==> src/rtl/bitwise_logic_acc.sv <==
// Registered bitwise logic stage: eight bitwise ops on two operands, a one-entry
// output register with valid/ready handshake, and an optional accumulator for operand A.
module bitwise_logic_acc #(
  parameter int WIDTH = 16,
  parameter int CNT_W = 8
) (
  input  logic             clk,
  input  logic             reset,
  input  logic             inValid,
  output logic             inReady,
  input  logic [2:0]       op,
  input  logic [WIDTH-1:0] inA,
  input  logic [WIDTH-1:0] inB,
  input  logic             accEn,
  input  logic             accClear,
  output logic [WIDTH-1:0] out,
  output logic             outValid,
  input  logic             outReady,
  output logic             zero,
  output logic             allOnes,
  output logic [CNT_W-1:0] count
);

  // Handshake: a beat transfers on any edge where valid and ready are both high.
  // Input side: inReady depends only on the output register (never on inValid).
  // Output side: outValid stays high with out stable until outReady is seen.

  logic [WIDTH-1:0] r_out;
  logic [WIDTH-1:0] r_acc;
  logic             r_out_valid;
  logic             r_zero;
  logic             r_all_ones;
  logic [CNT_W-1:0] r_count;

  logic             w_accept;
  logic [WIDTH-1:0] w_op_a;
  logic [WIDTH-1:0] w_result;

  assign inReady  = !r_out_valid || outReady;
  assign w_accept = inValid && inReady;

  // A clear alongside an accumulate beat zeroes operand A rather than the result.
  assign w_op_a = accEn ? (accClear ? '0 : r_acc) : inA;

  always_comb begin
    w_result = '0;
    case (op)
      3'd0: w_result = w_op_a & inB;
      3'd1: w_result = w_op_a | inB;
      3'd2: w_result = w_op_a ^ inB;
      3'd3: w_result = ~(w_op_a & inB);
      3'd4: w_result = ~(w_op_a | inB);
      3'd5: w_result = ~(w_op_a ^ inB);
      3'd6: w_result = ~w_op_a;
      3'd7: w_result = w_op_a;
      default: w_result = '0;
    endcase
  end

  always_ff @(posedge clk) begin
    if (reset) begin
      r_out       <= '0;
      r_out_valid <= 1'b0;
      r_zero      <= 1'b1;
      r_all_ones  <= 1'b0;
      r_acc       <= '0;
      r_count     <= '0;
    end else if (w_accept) begin
      r_out       <= w_result;
      r_out_valid <= 1'b1;
      r_zero      <= (w_result == '0);
      r_all_ones  <= (w_result == '1);
      r_count     <= r_count + 1'b1;
      if (accEn) begin
        r_acc <= w_result;
      end else if (accClear) begin
        r_acc <= '0;
      end
    end else begin
      if (r_out_valid && outReady) begin
        r_out_valid <= 1'b0;
      end
      if (accClear) begin
        r_acc <= '0;
      end
    end
  end

  assign out      = r_out;
  assign outValid = r_out_valid;
  assign zero     = r_zero;
  assign allOnes  = r_all_ones;
  assign count    = r_count;

endmodule

==> config.mk <==
export PLATFORM = sky130hd
export DESIGN_NAME = bitwise_logic_acc
export DESIGN_NICKNAME = d
export VERILOG_FILES = /design/src/rtl/bitwise_logic_acc.sv
export SDC_FILE = /design/constraint.sdc
export NUM_CORES = 1
export LEC_CHECK = 0
export ABC_AREA = 1
export BUFFER_PORTS_ARGS = -buffer_cell sky130_fd_sc_hd__buf_2
export CORE_MARGIN = 2
export CORE_UTILIZATION = 50
export CTS_CLUSTER_DIAMETER = 40
export CTS_CLUSTER_SIZE = 40
export DETAILED_ROUTE_END_ITERATION = 7
export PLACE_DENSITY_LB_ADDON = 0.15
export RECOVER_POWER = 25
export SYNTH_ARGS = -nofsm -noshare
export SYNTH_HDL_FRONTEND = slang
export SYNTH_SLANG_ARGS = --single-unit
==> constraint.sdc <==
create_clock -name clk -period 2.7 [get_ports clk]
set_input_delay 0.54 -clock clk [delete_from_list [all_inputs] [get_ports clk]]
set_output_delay 0.54 -clock clk [all_outputs]
set_load 0.02 [all_outputs]
Yosys cells after proc, flatten, opt, wreduce, memory -nomap -nowiden --
Cells that the tools add are included.
Word-level totals: input bits 41, register bits after elaboration 43, output and inout bits 28, word-level logic and storage cells 36
Operators by class: bitwise gates (word level) 7, eq/ne operators 8, reduce and logical (&&, ||, !) cells 7, add/subtract/negate cells 1, muxes and demuxes 7
Operators with widths (number):
- 16-bit case mux with 8 select lines | 1
- 16-bit two-way mux | 4
- 16-bit inverter | 4
- 16-bit bitwise AND | 1
- 16-bit equality test, second input constant | 1
- 16-bit logical NOT | 1
- 16-bit bitwise OR | 1
- 16-bit XOR | 1
- 3-bit equality test, second input constant | 4
- 8-bit by 1-bit adder with 8-bit output, second input constant | 1
- 3-bit by 2-bit equality test with 1-bit output, second input constant | 2
- 3-bit by 1-bit equality test with 1-bit output, second input constant | 1
- 3-bit logical NOT | 1
- 1-bit logical AND | 2
- 1-bit two-way mux | 2
- 2-bit nonzero test | 1
- 1-bit logical NOT | 1
- 1-bit logical OR | 1

Longest topological paths before layout --
depth in word-level cells 7, mapped depth 17, gate-level depth less buffers 17

Least setup slack after synthesis --
No wires, ideal clock.
kind in2reg, start input port accEn, end register r_zero, in the netlist zero, arrival 2.022 ns, library setup time 0.059 ns, required time 2.641 ns, buffers on the path 1, setup slack 0.619 ns, stages 15, path through inv_2 > buf_2 > nand2_1 > nand2_1 > inv_1 > ha_1 > nand2_1 > nand2_1 > nor2_1 > nand4_1 > nor2_1 > nand3_1 > nor3_1 > nand2_1 > nand2_1
On the way: cells in the longest elaborated chain, start to end 5, elaborated cells between the ends (all ways) 10, those cells by class mux (2); bitwise (7); reduce/logical (1)
RTL lines:
- start, declared | RTL line 14 | input logic accEn,
- 16-bit two-way mux * | RTL line 43 | assign w_op_a = accEn ? (accClear ? '0 : r_acc) : inA;
- 16-bit XOR (tied with other cells) | RTL line 50, 53
- 16-bit inverter, on equally long branches | RTL line 53, 51, 52
- 16-bit case mux with 8 select lines * | RTL line 47 | case (op)
- 16-bit logical NOT * | RTL line 71 | r_zero <= (w_result == '0);
- end signal, assigned | RTL line 71
- end, declared | RTL line 31 | logic r_zero;
Every way passes the cells marked *; elsewhere a longest branch is shown, timed or not. A chain may end at the register's enable or synchronous reset.

Worst setup path after layout --
Ends and elaborated chain as after synthesis.

==> impl_metrics.json <==
{
  "synthArstFlopShare_pct": 0,
  "grt_pass1_wl_mm": 15.8,
  "finalInstanceArea_um2": 4070,
  "synth_mux_area_share_pct": 0,
  "dieArea_um2": 7860,
  "worst_pin_slew_ns": 0.804,
  "synth-seq-cells": 43,
  "period_needed_ns": 2.37,
  "cts_sinks": 43,
  "cpPeakStageDelay_ns": 0.30,
  "p_sw_share_pct": 35.7,
  "synth-compound-area-share_pct": 14.2,
  "finalMaxSlewViolations": 0,
  "vias_per_cell": 5.11,
  "synthDistinctLibCells": 28,
  "routed_wl_mm": 9.83,
  "synth_fa_ha_area_share_pct": 11.5,
  "synth_warnings": 0,
  "antenna_cells": 0,
  "rsz0062_at_grt": "false",
  "core_um2": 6870,
  "syn-instance-count": 613,
  "post-route-period-util_pct": 87.7,
  "path_cells": "buf_2 > inv_2 > nand2_1 > nand2_1 > inv_1 > ha_1 > inv_1 > nand4_1 > nand2_1 > nor2_1 > nand3_1 > and2_1 > nor2_1 > nand3_1 > nor2_1 > nand2_1 > nand2_1",
  "final-hold-violation-count": 0,
  "p_per_area_nw_per_um2": 387,
  "setup.worst_path.end_class": "flip-flop",
  "seq_area_frac_synth_pct": 24.0,
  "root_buffer": "clkbuf_8",
  "crit_buf_inv": 4,
  "power.share.clock_pct": 24.0,
  "io_pins": 69,
  "die_h_um": 88.7,
  "route.vias.total": 3944,
  "grt_overflow": 0,
  "grt_max_degree": 28,
  "setup_viol": 0,
  "grt_usage_pct": 25.5,
  "status": "completed",
  "syn_nets": 687,
  "worstSetupPathType": "in2reg",
  "die_x_um": 88.7,
  "cap_violations": 0,
  "path_common_cell": "nand2_1",
  "ant_nets": 0,
  "finClkSkew_ns": 0.00373,
  "cp_top_family": "simple AND/OR/NAND/NOR gates",
  "p_sw_uw": 563,
  "drt_first_pass_iters": 6,
  "cts_resized": 0,
  "post_cts_buffers": 0,
  "critical_path_required_ns": 2.94,
  "ys.flop_type": "dfxtp_1",
  "finalWeightedCongestion": 0.906,
  "vdd_drop_max_v": 0.000246,
  "min-delay-path-class": "reg2reg",
  "final_common_cell": "nand2_1",
  "final_cell_mix": "nand2_1 (157), inv_1 (97), nor2_1 (95)",
  "cp-start-kind": "input port",
  "synth_edf_count": 0,
  "synth-xor-area-share_pct": 0,
  "cts_tree": "yes",
  "p_seq_share_pct": 44.1,
  "syn_area_um2": 3580,
  "drc": 0,
  "start_util_pct": 52.2,
  "hold_buffers": 0,
  "nFillCells": 713,
  "clkLatencyLatePin_ns": 0.29,
  "path_clk_slew_ns": 0.08,
  "synthSimpleGateAreaFrac_pct": 35.9,
  "synth_top_family_by_area": "simple AND/OR/NAND/NOR gates",
  "arrival_ns": 2.61,
  "drt_iter0_drc": 211,
  "io_buffers": 68,
  "hpwl_mm": 7.64,
  "cp_max_fo": 19,
  "nNetsFinal": 751,
  "grt_pass1_vias": 3499,
  "slowest_stage": "ha_1",
  "share_comb_of_total_power_pct": 31.9,
  "cts_made_buffers": 5,
  "clk_path_buf_depth": 2,
  "layout-drive-gt1-share_pct": 12.1,
  "slew_headroom_pct": 46.4,
  "timing.setup.tns_ns": 0,
  "htreeDepth": 2,
  "place_area_um2": 4020,
  "syn_area_per_cell_um2": 5.85,
  "antenna_found_initial": 0,
  "area_growth_pct": 13.7,
  "p_leak_nw": 2.23,
  "fmax_ghz": 0.423,
  "route.detailed.wl_per_inst_um": 12.7,
  "rows": 30,
  "internal_power_mw": 1.01
}
final cells by class:
cell class | count | area, um^2 | share of cell area, %
flip-flops and latches | 43 | 861 | 21.1
multi-input cells | 444 | 2210 | 54.2
well taps | 96 | 120 | 2.95
clock buffers | 6 | 72.6 | 1.78
repair buffers | 81 | 429 | 10.5
inverters | 102 | 383 | 9.40
final timing paths:
| kind | cells past startpoint | end | slack (ns) | from |
|---|---|---|---|---|
| setup / recovery | 17 | zero | 0.33 | accEn |
| hold / removal | 2 | count[7] | 0.47 | count[7] |
| setup reg to reg | 15 | zero | 0.68 | r_acc[11] |
| hold reg to reg | 2 | count[7] | 0.47 | count[7] |
state kept, by name, summed over array words and instances (netlist names):
register and cells:
allOnes 1, count 8, outValid 1, zero 1, r_acc 16, out 16
cells in the mapped netlist, drive strengths merged (3+ instances only):
cell    number  area share, %
o21ai       65            9.1
nor3         3           0.42
nor2        99             11
clkbuf       9           0.94
dfxtp       43             24
ha          33             12
nand2      158             17
inv        101             11
nand4        9            1.6
o211ai       3           0.63
nand3       42            6.1
buf         15            2.7
a21oi       25            3.5
worst reg2reg max path: cells and delay by family (launching register included):
family / cells / cell delay, ns
AOI/OAI and AO/OA: 1 / 0.08
adders and majority gates: 1 / 0.28
buffers and inverters: 2 / 0.09
DFF: 1 / 0.31
and+or+nand+nor: 11 / 1.22
kinds of logic (layout without fill, tap and decap cells):
family                     count (synthesis)  count (layout)
adders and majority gates                 33              33
buffers and inverters                    126             189
AOI/OAI and AO/OA                         98              98
DFF                                       43              43
and+or+nand+nor                          313             313
per-layer routing:
layer	part of all wire (%)	vias up	track usage [%]
met2	49	110	44.5
li1	-	2037	-
met4	1.8	0	7.71
met3	4.7	15	3.36
met5	0	-	0
met1	44	1782	32.7
stage by stage:
stage / instances / utilization, % / setup WS (ns) / hold slack, ns / power [mW]
global placement: 766 / 58.6 / 0.133 / 0.445 / 1.20
CTS: 772 / 59.6 / 0.369 / 0.473 / 1.59
floorplan: 613 / - / 0.619 / 0.445 / 1.05
detailed placement: 766 / 58.6 / 0.0663 / 0.461 / 1.21
global route: 772 / 59.3 / 0.134 / 0.499 / 1.68
finish: 772 / 59.3 / 0.333 / 0.466 / 1.58
power by group through the flow:
stage | clock (mW) | combinational, mW | sequential, mW
finish | 0.379 | 0.503 | 0.695
global placement | 0 | 0.495 | 0.708
CTS | 0.383 | 0.507 | 0.695
global route | 0.408 | 0.568 | 0.700
detailed placement | 0 | 0.505 | 0.710
floorplan | 0 | 0.310 | 0.741
Power figures use the tool's default switching activity.
